## config.mk

```make
export PLATFORM = sky130hd
export DESIGN_NAME = rr_arbiter_n_flat
export DESIGN_NICKNAME = d
export VERILOG_FILES = /design/src/rtl/rr_arbiter_n_if.sv /design/src/rtl/rr_arbiter_n.sv /design/src/flat_wrapper.sv
export SDC_FILE = /design/constraint.sdc
export NUM_CORES = 1
export LEC_CHECK = 0
export BUFFER_PORTS_ARGS = -buffer_cell sky130_fd_sc_hd__buf_2
export CAP_MARGIN = 0
export CORE_AREA = 3 3 40 42
export CTS_BUF_LIST = sky130_fd_sc_hd__clkbuf_4
export DETAILED_ROUTE_END_ITERATION = 8
export DIE_AREA = 0 0 43 45
export GPL_ROUTABILITY_DRIVEN = 0
export MAX_ROUTING_LAYER = met4
export PLACE_DENSITY = 0.61
export SYNTH_ARGS = -nofsm -noshare
export SYNTH_HDL_FRONTEND = slang
export SYNTH_SLANG_ARGS = --single-unit
```

## constraint.sdc

```tcl
create_clock -name clk -period 5 [get_ports clk]
set_input_delay 1 -clock clk [delete_from_list [all_inputs] [get_ports clk]]
set_output_delay 1 -clock clk [all_outputs]
set_load 0.05 [all_outputs]
```

## src/rtl/rr_arbiter_n_if.sv

```systemverilog
// -----------------------------------------------------------------------------
// rr_arbiter_n_if
// Request/grant bundle between the frame-buffer clients and rr_arbiter_n.
//
// Parameters:
//   N    number of requesters (2..16)
//
// Signals:
//   req             N     request vector, bit i = requester i
//   release_tenure  1     current owner ends its tenure (named so because
//                         "release" is a reserved word in SystemVerilog)
//   grant           N     registered one-hot grant, zero when idle
//   grant_valid     1     registered, equals |grant
//   grant_idx       IDXW  registered index of the current/last owner
//   preempt         1     registered one-cycle pulse on a forced tenure end
//
// Modports:
//   master  arbiter side: drives grant/grant_valid/grant_idx/preempt
//   slave   client side:  drives req/release_tenure
// -----------------------------------------------------------------------------
interface rr_arbiter_n_if #(
   parameter int N = 4
);
   localparam int IDXW = (N > 1) ? $clog2(N) : 1;

   logic [N-1:0]    req;
   logic            release_tenure;
   logic [N-1:0]    grant;
   logic            grant_valid;
   logic [IDXW-1:0] grant_idx;
   logic            preempt;

   modport master (
      input  req,
      input  release_tenure,
      output grant,
      output grant_valid,
      output grant_idx,
      output preempt
   );

   modport slave (
      output req,
      output release_tenure,
      input  grant,
      input  grant_valid,
      input  grant_idx,
      input  preempt
   );
endinterface

```

## src/rtl/rr_arbiter_n.sv

```systemverilog
// -----------------------------------------------------------------------------
// rr_arbiter_n
// N-way round-robin arbiter with a registered one-hot grant and tenure
// locking. The owner keeps the grant until it releases or drops its request;
// the grant then moves straight to the next requester after the owner in
// round-robin order, with no idle bubble.
//
// Parameters:
//   N         number of requesters (2..16)
//   MAX_HOLD  maximum tenure in cycles (2..255), only with RR_ARB_MAX_HOLD_EN
//
// Ports:
//   clk    clock, all state changes on the rising edge
//   reset  synchronous active-high reset
//   bus    rr_arbiter_n_if.master (req, release_tenure in;
//          grant, grant_valid, grant_idx, preempt out)
//
// Optional feature (macro RR_ARB_MAX_HOLD_EN):
//   An 8-bit hold counter force-ends a tenure after MAX_HOLD cycles and
//   pulses preempt for one cycle. Without the macro no counter is built,
//   tenure is unbounded and preempt stays 0.
// -----------------------------------------------------------------------------
module rr_arbiter_n #(
   parameter int N        = 4,
   parameter int MAX_HOLD = 16
) (
   input  logic           clk,
   input  logic           reset,
   rr_arbiter_n_if.master bus
);
   localparam int IDXW = (N > 1) ? $clog2(N) : 1;

   if ((N < 2) || (N > 16)) begin : g_bad_n
      $error("rr_arbiter_n: N out of range 2..16");
   end
   if ((MAX_HOLD < 2) || (MAX_HOLD > 255)) begin : g_bad_hold
      $error("rr_arbiter_n: MAX_HOLD out of range 2..255");
   end

   typedef enum logic [0:0] {
      IDLE   = 1'b0,
      LOCKED = 1'b1
   } state_t;

   // Round-robin search: scanning offsets from N down to 1 means the
   // smallest offset after last (highest priority) is written last and wins.
   // Returns {found, index}.
   function automatic logic [IDXW:0] find_winner(input logic [N-1:0]    r,
                                                  input logic [IDXW-1:0] last);
      logic [IDXW:0]   res;
      logic [IDXW-1:0] p;
      int              pos;
      res = {(IDXW+1){1'b0}};
      for (int off = N; off >= 1; off--) begin
         pos = (int'(last) + off) % N;
         p   = pos[IDXW-1:0];
         res = r[p] ? {1'b1, p} : res;
      end
      return res;
   endfunction

   state_t          state_r,       state_nxt_s;
   logic [N-1:0]    grant_r,       grant_nxt_s;
   logic            grant_valid_r, grant_valid_nxt_s;
   logic [IDXW-1:0] grant_idx_r,   grant_idx_nxt_s;
   logic [IDXW-1:0] last_r,        last_nxt_s;
   logic            preempt_r,     preempt_nxt_s;

   logic [IDXW:0]   search_s;
   logic            found_s;
   logic [IDXW-1:0] win_idx_s;
   logic [N-1:0]    win_onehot_s;
   logic            normal_end_s;
   logic            expire_s;
   logic            end_s;

   // last_r always equals the owner while LOCKED, so one search serves both states.
   assign search_s     = find_winner(bus.req, last_r);
   assign found_s      = search_s[IDXW];
   assign win_idx_s    = search_s[IDXW-1:0];
   assign win_onehot_s = {{(N-1){1'b0}}, 1'b1} << win_idx_s;
   assign normal_end_s = bus.release_tenure | ~bus.req[grant_idx_r];
   assign end_s        = normal_end_s | expire_s;

`ifdef RR_ARB_MAX_HOLD_EN
   logic [7:0] hold_r;

   // Hold counter: cleared on every new grant, counts cycles of the current tenure.
   always_ff @(posedge clk) begin
      if (reset) begin
         hold_r <= 8'd0;
      end else if ((state_r == LOCKED) && !end_s) begin
         hold_r <= hold_r + 8'd1;
      end else begin
         hold_r <= 8'd0;
      end
   end

   // hold_r == MAX_HOLD-1 means this edge closes the MAX_HOLD-th granted cycle.
   assign expire_s = (state_r == LOCKED) && (hold_r == 8'(MAX_HOLD - 1));
`else
   assign expire_s = 1'b0;
`endif

   // Next-state and next-output logic for the IDLE/LOCKED machine.
   always_comb begin
      state_nxt_s       = state_r;
      grant_nxt_s       = grant_r;
      grant_valid_nxt_s = grant_valid_r;
      grant_idx_nxt_s   = grant_idx_r;
      last_nxt_s        = last_r;
      preempt_nxt_s     = 1'b0;
      case (state_r)
         IDLE: begin
            if (found_s) begin
               state_nxt_s       = LOCKED;
               grant_nxt_s       = win_onehot_s;
               grant_valid_nxt_s = 1'b1;
               grant_idx_nxt_s   = win_idx_s;
               last_nxt_s        = win_idx_s;
            end else begin
               grant_nxt_s       = {N{1'b0}};
               grant_valid_nxt_s = 1'b0;
            end
         end
         LOCKED: begin
            if (end_s) begin
               // A normal end on the same edge wins over the forced one.
               preempt_nxt_s = expire_s & ~normal_end_s;
               if (found_s) begin
                  grant_nxt_s       = win_onehot_s;
                  grant_valid_nxt_s = 1'b1;
                  grant_idx_nxt_s   = win_idx_s;
                  last_nxt_s        = win_idx_s;
               end else begin
                  state_nxt_s       = IDLE;
                  grant_nxt_s       = {N{1'b0}};
                  grant_valid_nxt_s = 1'b0;
               end
            end else begin
               state_nxt_s = LOCKED;
            end
         end
         default: begin
            state_nxt_s       = IDLE;
            grant_nxt_s       = {N{1'b0}};
            grant_valid_nxt_s = 1'b0;
         end
      endcase
   end

   // State and registered outputs; reset leaves requester 0 with top priority.
   always_ff @(posedge clk) begin
      if (reset) begin
         state_r       <= IDLE;
         grant_r       <= {N{1'b0}};
         grant_valid_r <= 1'b0;
         grant_idx_r   <= {IDXW{1'b0}};
         last_r        <= IDXW'(N - 1);
         preempt_r     <= 1'b0;
      end else begin
         state_r       <= state_nxt_s;
         grant_r       <= grant_nxt_s;
         grant_valid_r <= grant_valid_nxt_s;
         grant_idx_r   <= grant_idx_nxt_s;
         last_r        <= last_nxt_s;
         preempt_r     <= preempt_nxt_s;
      end
   end

   assign bus.grant       = grant_r;
   assign bus.grant_valid = grant_valid_r;
   assign bus.grant_idx   = grant_idx_r;
   assign bus.preempt     = preempt_r;
endmodule
```

## src/flat_wrapper.sv

```systemverilog
// flat-port wrapper written by rule: the top's interface ports become plain ports
module rr_arbiter_n_flat 
#(
   parameter int N        = 4,
   parameter int MAX_HOLD = 16
)
  (clk, reset, bus_req, bus_release_tenure, bus_grant, bus_grant_valid, bus_grant_idx, bus_preempt);
  rr_arbiter_n_if #(.N(N)) bus_i ();
  input  logic clk;
  input  logic reset;
  input wire logic [$bits(bus_i.req)-1:0] bus_req;
  input wire logic [$bits(bus_i.release_tenure)-1:0] bus_release_tenure;
  output wire logic [$bits(bus_i.grant)-1:0] bus_grant;
  output wire logic [$bits(bus_i.grant_valid)-1:0] bus_grant_valid;
  output wire logic [$bits(bus_i.grant_idx)-1:0] bus_grant_idx;
  output wire logic [$bits(bus_i.preempt)-1:0] bus_preempt;
  assign bus_i.req = bus_req;
  assign bus_i.release_tenure = bus_release_tenure;
  assign bus_grant = bus_i.grant;
  assign bus_grant_valid = bus_i.grant_valid;
  assign bus_grant_idx = bus_i.grant_idx;
  assign bus_preempt = bus_i.preempt;
  rr_arbiter_n #(.N(N), .MAX_HOLD(MAX_HOLD)) u_core (.clk(clk), .reset(reset), .bus(bus_i));
endmodule
```

==> results.txt, run 1 <==
Across the run, the number of max-cap violations was 0. Fraction of power spent switching nets: 34.3%. The layout has 143 filler cells.

The largest fanout on the critical path was 10. Summed over all layers, the global routing overflow is 0. The post-CTS setup buffer count came out at 0.

The net switching power figure came out at 0.0707 mW. The count of antenna-violating nets left after detailed routing is 0, and the count of unresolved DRC violations after routing is 0. For this run, the detailed router's first-pass iteration total came to 3. STA classifies the critical path endpoint as a flop. The library cells used most frequently in the layout, excluding fill and tap cells, are 13 x buf_2, 10 x dfxtp_1, 9 x nor2_1. The power per cell area is 369 mW/mm^2, and the relative area change from synthesis to final layout is 17.7%. The via count normalized by instance count is 5.26, and the number of nets produced by synthesis is 59. The library cell occupying the most area in the post-synthesis netlist was dfxtp_1. The unique cell type count in the Yosys netlist is 24. In the final routing, the length of wire on met1 measures 461 um. The initial core utilization was 36.9%. The logs give 3.15 ns for the setup slack on the worst flop-to-flop path and 1520 um for the first-pass GRT wire length. The number of top-level pins came out at 15.

The power consumption is 0.206 mW. The run finished with clean final reports. Initial antenna violation count: 0.

For the number of cells upsized or downsized after cts, the log shows 0. In this run the mean area of a mapped cell was 9.12 um^2. Sorting the synthesized cells by area gives the leading types as dfxtp_1 42%, nor2_1 7.1%, mux4_2 4.7%. The part of the power in registers is 46.2%, and the layout cell share with drive strength beyond 1 is 30.8%.

The net count reported at finish was 74; the sequential cell area fraction in the yosys report was 42.2%. Across the VDD grid, the largest voltage drop is 0.223 mV. Clock tree root buffer cell: clkbuf_4. Derived from the worst setup path, the maximum achievable clock frequency is 0.437 GHz. For the area of the die, the log shows 0.00194 mm^2.

The routed wire length on met2 came out at 421 um. The repair_antennas step left the layout with diodes totalling 0. The number of max-slew violations in the final report was 0; the flip-flop and latch count after synthesis was 10. The worst setup path is launched from a primary input. The horizontal die dimension came out at 43 um. Hold is met by 0.455 ns. Clock-pin slew was measured on the worst setup and hold paths at 0.06 ns. Setup repair after global routing left no endpoint under its margin. The number of violations reported at the end of detailed-routing iteration 0 is 11, and the part of the power in the clock network is 24.9%. STA puts the critical path data arrival time at 2.44 ns.

In this run the top signal layer used is met4. The detailed-route via count was 421; the internal power was 0.135 mW. The post-synthesis cell area is 474 um^2, and the number of I/O port buffers is 13. The final worst-path cycle share is 45.8%, and the count of final hold-check violations is 0. For the total negative slack for setup checks, the log shows 0 ns. After floorplanning, the core was divided into 13 placement rows. The critical path in this run is classified as in2reg.

Setup violations remaining at the end of the flow were counted as 0. After synthesis, the largest area contributor takes up 42.2% of total cell area. The number of global-route vias before repair was 367. The routed length per placed instance works out to 11.8 um.

The library cell used most frequently in the layout, excluding fill and tap cells, is buf_2. Entering global routing, the biggest net connects 11 pins. The analysis attributes to cell leakage a power of 0.261 nW.

The run gives 10 as the number of clock sinks seen by CTS. The number of buffers inserted for hold repair after clock tree synthesis is 0. Cell count after synthesis: 52. The met3 routed wirelength came out at 57 um.

The floorplan step set the die height to 45 um. H-tree level count: 1. The run gives 946 um as the routed wire length. Combinational cells account for 28.9% of the total power.

Data on the critical path is required at its endpoint by 5.15 ns. Counting instances, the worst hold path has a depth of 2. The final clock skew is 0.00257 ns.

The number of clock buffers inserted by TritonCTS was 3; the buffer depth of the longest clock path was 2. Number of cell instances on the worst register-to-register path: 4. Global routing used 11.0% of the available tracks. After floorplanning, the core was sized to cover 0.00128 mm^2. The HPWL reported at the end of detailed placement is 736 um. TritonCTS built the clock tree. The final core area utilization is 43.4%.

The post-route minimum period is 2.29 ns. The count of synthesis-stage warnings from yosys was 0. The insertion delay of the later-clocked pin in the worst-skew pair came out at 0.26 ns. The tightest min-delay check is of the reg2reg type.
-- worst paths after layout --
kind | start | to
worst max register to register | u_core.bus.grant_idx[0] | u_core.last_r[1]
worst min register to register | u_core.bus.grant_valid | u_core.bus.grant_valid
worst max-delay path | bus_req[3] | u_core.last_r[1]
worst min-delay path | u_core.bus.grant_valid | u_core.bus.grant_valid
-- worst max-delay path: stages --
cell	delay [ns]
buf_2	0.12
mux4_2	0.45
and3b_1	0.28
or2_4	0.30
a211o_1	0.29
-- cell usage after synthesis --
master,number
mux2i_1,1
o221ai_1,1
dfxtp_1,10
buf_4,1
a22oi_1,2
buf_1,1
o31ai_1,3
conb_1,1
a21oi_1,3
o21bai_1,1
and3b_1,2
nor2_1,9
or2_4,1
inv_1,1
nor2b_1,2
nand3b_1,2
or2_2,1
nand2_1,3
buf_6,1
a211o_1,1
nor3_1,2
mux4_2,1
o221a_2,1
a211oi_1,1
-- logic make-up after synthesis --
logic type / count (synthesis) / share of synthesized area, %
multiplexers: 2 / 6.86
AND/OR/NAND/NOR: 22 / 24.3
other: 1 / 0.791
flip-flops: 10 / 42.2
buffers and inverters: 4 / 5.54
AO/OA/AOI/OAI: 13 / 20.3
-- per-stage QoR --
step,instances,cell area (um^2),worst slack [ns]
2_1_floorplan,52,474,2.63
6_report,80,558,2.71
3_3_place_gp,77,536,2.48
4_1_cts,80,558,2.72
5_1_grt,80,558,2.67
3_5_place_dp,77,536,2.45
-- sequential cells by signal (all words and copies together), names as in the netlist --
signal,count
u_core.bus.grant_valid,1
u_core.bus.grant_idx,2
u_core.bus.grant,4
u_core.state_r,1
u_core.last_r,2
-- layer usage --
layer	track usage, %	vias up
li1	-	217
met1	12.5	191
met2	16.5	11
met3	5.98	2
met4	3.61	0
met5	-	-
-- area by class of cell --
type,count,area [um^2],area share [%]
multi-input cells,38,248,44.4
flip-flops and latches,10,200,35.9
repair buffers,13,65.1,11.7
clock buffers,3,22.5,4.04
well taps,15,18.8,3.36
inverters,1,3.75,0.673
-- power groups by stage --
| stage | logic, mW | registers (mW) | clock network (mW) |
|---|---|---|---|
| after detailed placement | 0.0597 | 0.0968 | 0 |
| after global routing | 0.0647 | 0.0961 | 0.0567 |
| after global placement | 0.0598 | 0.0969 | 0 |
| after CTS | 0.0599 | 0.0950 | 0.0543 |
| final | 0.0596 | 0.0952 | 0.0513 |
| after floorplan | 0.0282 | 0.116 | 0 |
(Power assumes the default switching activity.)
==> run 2: changes to the inputs <==
clock period = 2.4 ns   (was 5 ns; I/O delays follow)
==> run 2 against run 1 <==
Compared with the run above: sequential cell count unchanged; core utilization did not move; largest power group unchanged; critical path depth shrank 1.
==> results.txt, run 2 (synthesis results as in run 1) <==
The first-pass GRT wire length came out at 1570 um (+3.2%). Initial antenna violation count: 0 (unchanged). The number of clock buffers inserted by TritonCTS is 3 (unchanged), and the worst slack on hold paths is 0.456 ns (+0.000879 ns).

Setup repair after global routing left no endpoint under its margin. The library cells used most frequently in the layout, excluding fill and tap cells, are 13 x buf_2, 10 x dfxtp_1, 9 x nor2_1. The part of the power in registers was 46.6% (+0.4 points); the number of max-slew violations in the final report was 0 (unchanged). The part of the power in the clock network is 24.4% (-0.5 points). The internal power came out at 0.282 mW (+110%).

The power per cell area is 762 mW/mm^2 (+110%), and the number of buffers inserted for hold repair after clock tree synthesis is 0 (unchanged). The run gives 2.54 ns (-2.61 ns) as the required arrival time at the worst endpoint. The placed instance area was 536 um^2 (unchanged); the total leakage power was 0.261 nW (unchanged). The path class of the tightest hold or removal check is reg2reg. The largest fanout on the critical path is 10 (unchanged). The flow ran to the end, and the final reports show no timing, DRC or antenna violations. The maximum number of pins on one net before global-route repair is 11 (unchanged), and the number of placed cells counting well taps is 77 (unchanged).

Relative area change from synthesis to final layout: 17.7% (unchanged). The worst setup path is of the reg2reg kind. The area of the core was 0.00128 mm^2 (unchanged). The post-CTS setup buffer count is 0 (unchanged), and the total negative slack for setup checks is 0 ns (unchanged). The flip-flop count of the largest register after layout is 4 (unchanged), and the arrival time at the worst endpoint is 1.99 ns (-0.45 ns).

Number of top-level pins: 15 (unchanged). The tools report the combinational fraction of design power as 29.0% (about the same). For the final core area utilization, the log shows 43.4% (unchanged). The number of cells upsized or downsized after cts was 0 (unchanged). The HPWL reported at the end of detailed placement is 724 um (-1.6%), and the non-filler instance count after layout is 80 (unchanged).

The net count reported at finish was 74 (unchanged). The tools report the total overflow reported by the global router as 0 (unchanged). The die height is 45 um (unchanged), and the clock-pin transition on the worst setup and hold timing paths is 0.06 ns (about the same). The largest individual stage delay along the critical path comes from the cell mux4_2. The tools report the peak supply drop as 0.359 mV (+61%).

Buffer depth of the longest clock path: 2 (unchanged). The via count normalized by instance count is 5.01 (-4.8%), and the count of antenna-violating nets left after detailed routing is 0 (unchanged). The largest incremental delay on the critical path is 0.50 ns (+0.05 ns).

The routed length per placed instance works out to 11.3 um (-4.8%). The signal on the critical path passes through mux4_2 > and3b_1 > or2_4 > a211o_1. The area of the die was 0.00194 mm^2 (unchanged); the post-route minimum period was 1.85 ns. The tools report the clock tree root buffer cell as clkbuf_4. Element type at the critical path start: a flop. The count of final hold-check violations is 0 (unchanged), and the fraction of power spent switching nets is 33.7% (-0.57 points). The routed wire length is 901 um (-4.8%), and the number of I/O port buffers is 13 (unchanged). For the setup-violating endpoint count in the final report, the log shows 0 (unchanged).

The worst setup path is captured at a flop. The worst path uses 77.3% of the clock period. Final clock skew: 0.000199 ns (-0.00237 ns). The layout cell share with drive strength beyond 1 is 30.8% (unchanged), and the peak clock frequency supported by timing is 0.539 GHz. The number of clock sinks seen by CTS is 10 (unchanged).

Number of max-cap violations: 0 (unchanged). The row count came out at 13 (unchanged). Net switching power figure: 0.144 mW (+100%).

The initial core utilization came out at 36.9% (unchanged). TritonCTS built the clock tree. Insertion delay of the later-clocked pin in the worst-skew pair: 0.25 ns (about the same). The count of unresolved DRC violations after routing was 0 (unchanged). The final worst slack is 0.545 ns (-2.17 ns), and the horizontal die dimension is 43 um (unchanged). H-tree level count: 1 (unchanged). The run gives 6 (-5) as the number of violations reported at the end of detailed-routing iteration 0.

The power consumption came out at 0.425 mW (+110%). For the worst slack at placement, the log shows 0.361 ns (-2.09 ns). The number of global-route vias before repair is 367 (unchanged). The tools report the detailed-route via count as 401 (-4.8%). For the number of optimization iterations in the first detailed-route pass, the log shows 2 (-1).

The most frequent standard cell in the layout excluding fill and tap cells was buf_2. The tools report the aggregate global-route resource usage as 11.3% (+0.35 points). Design area: 558 um^2 (unchanged). The count of inserted antenna diode cells was 0 (unchanged).
run 2: cell counts in the layout (fill, tap and decap cells not counted):
Identical to the previous run, type by type.
run 2: area by class of cell:
cell class                 count  area, um^2
inverter                       1        3.75
sequential                    10         200
fill                         137         727
multi-input combinational     38         248
timing repair buffer          13        65.1
clock buffer                   3        22.5
tap                           15        18.8
run 2: per-layer routing:
layer	part of all wire [%]	vias up	track usage (%)	wire length, um
li1	-	214	-	-
met1	50	177	13.5	454
met2	43	8	16.5	389
met3	5.7	2	5.98	51
met4	0.67	0	3.61	6
met5	0	-	-	0
run 2: worst paths after layout:
check / startpoint / endpoint / slack, ns / cells past startpoint
min: u_core.bus.grant_valid / u_core.bus.grant_valid / 0.46 / 2
max: u_core.bus.grant_idx[0] / u_core.last_r[1] / 0.55 / 4
max reg2reg: u_core.bus.grant_idx[0] / u_core.last_r[1] / 0.55 / 4
min reg2reg: u_core.bus.grant_valid / u_core.bus.grant_valid / 0.46 / 2
run 2: power groups by stage:
stage	combinational, mW	sequential (mW)	clock, mW
finish	0.123	0.198	0.104
global route	0.135	0.201	0.119
CTS	0.124	0.198	0.110
detailed placement	0.124	0.202	0
global placement	0.125	0.202	0
floorplan	0.0587	0.241	0
run 2: critical path: cells and delay by family, from the launching register on:
| family | cells | cell delay, ns |
|---|---|---|
| mux | 1 | 0.50 |
| flops | 1 | 0.37 |
| compound gates | 1 | 0.29 |
| simple gates | 2 | 0.59 |
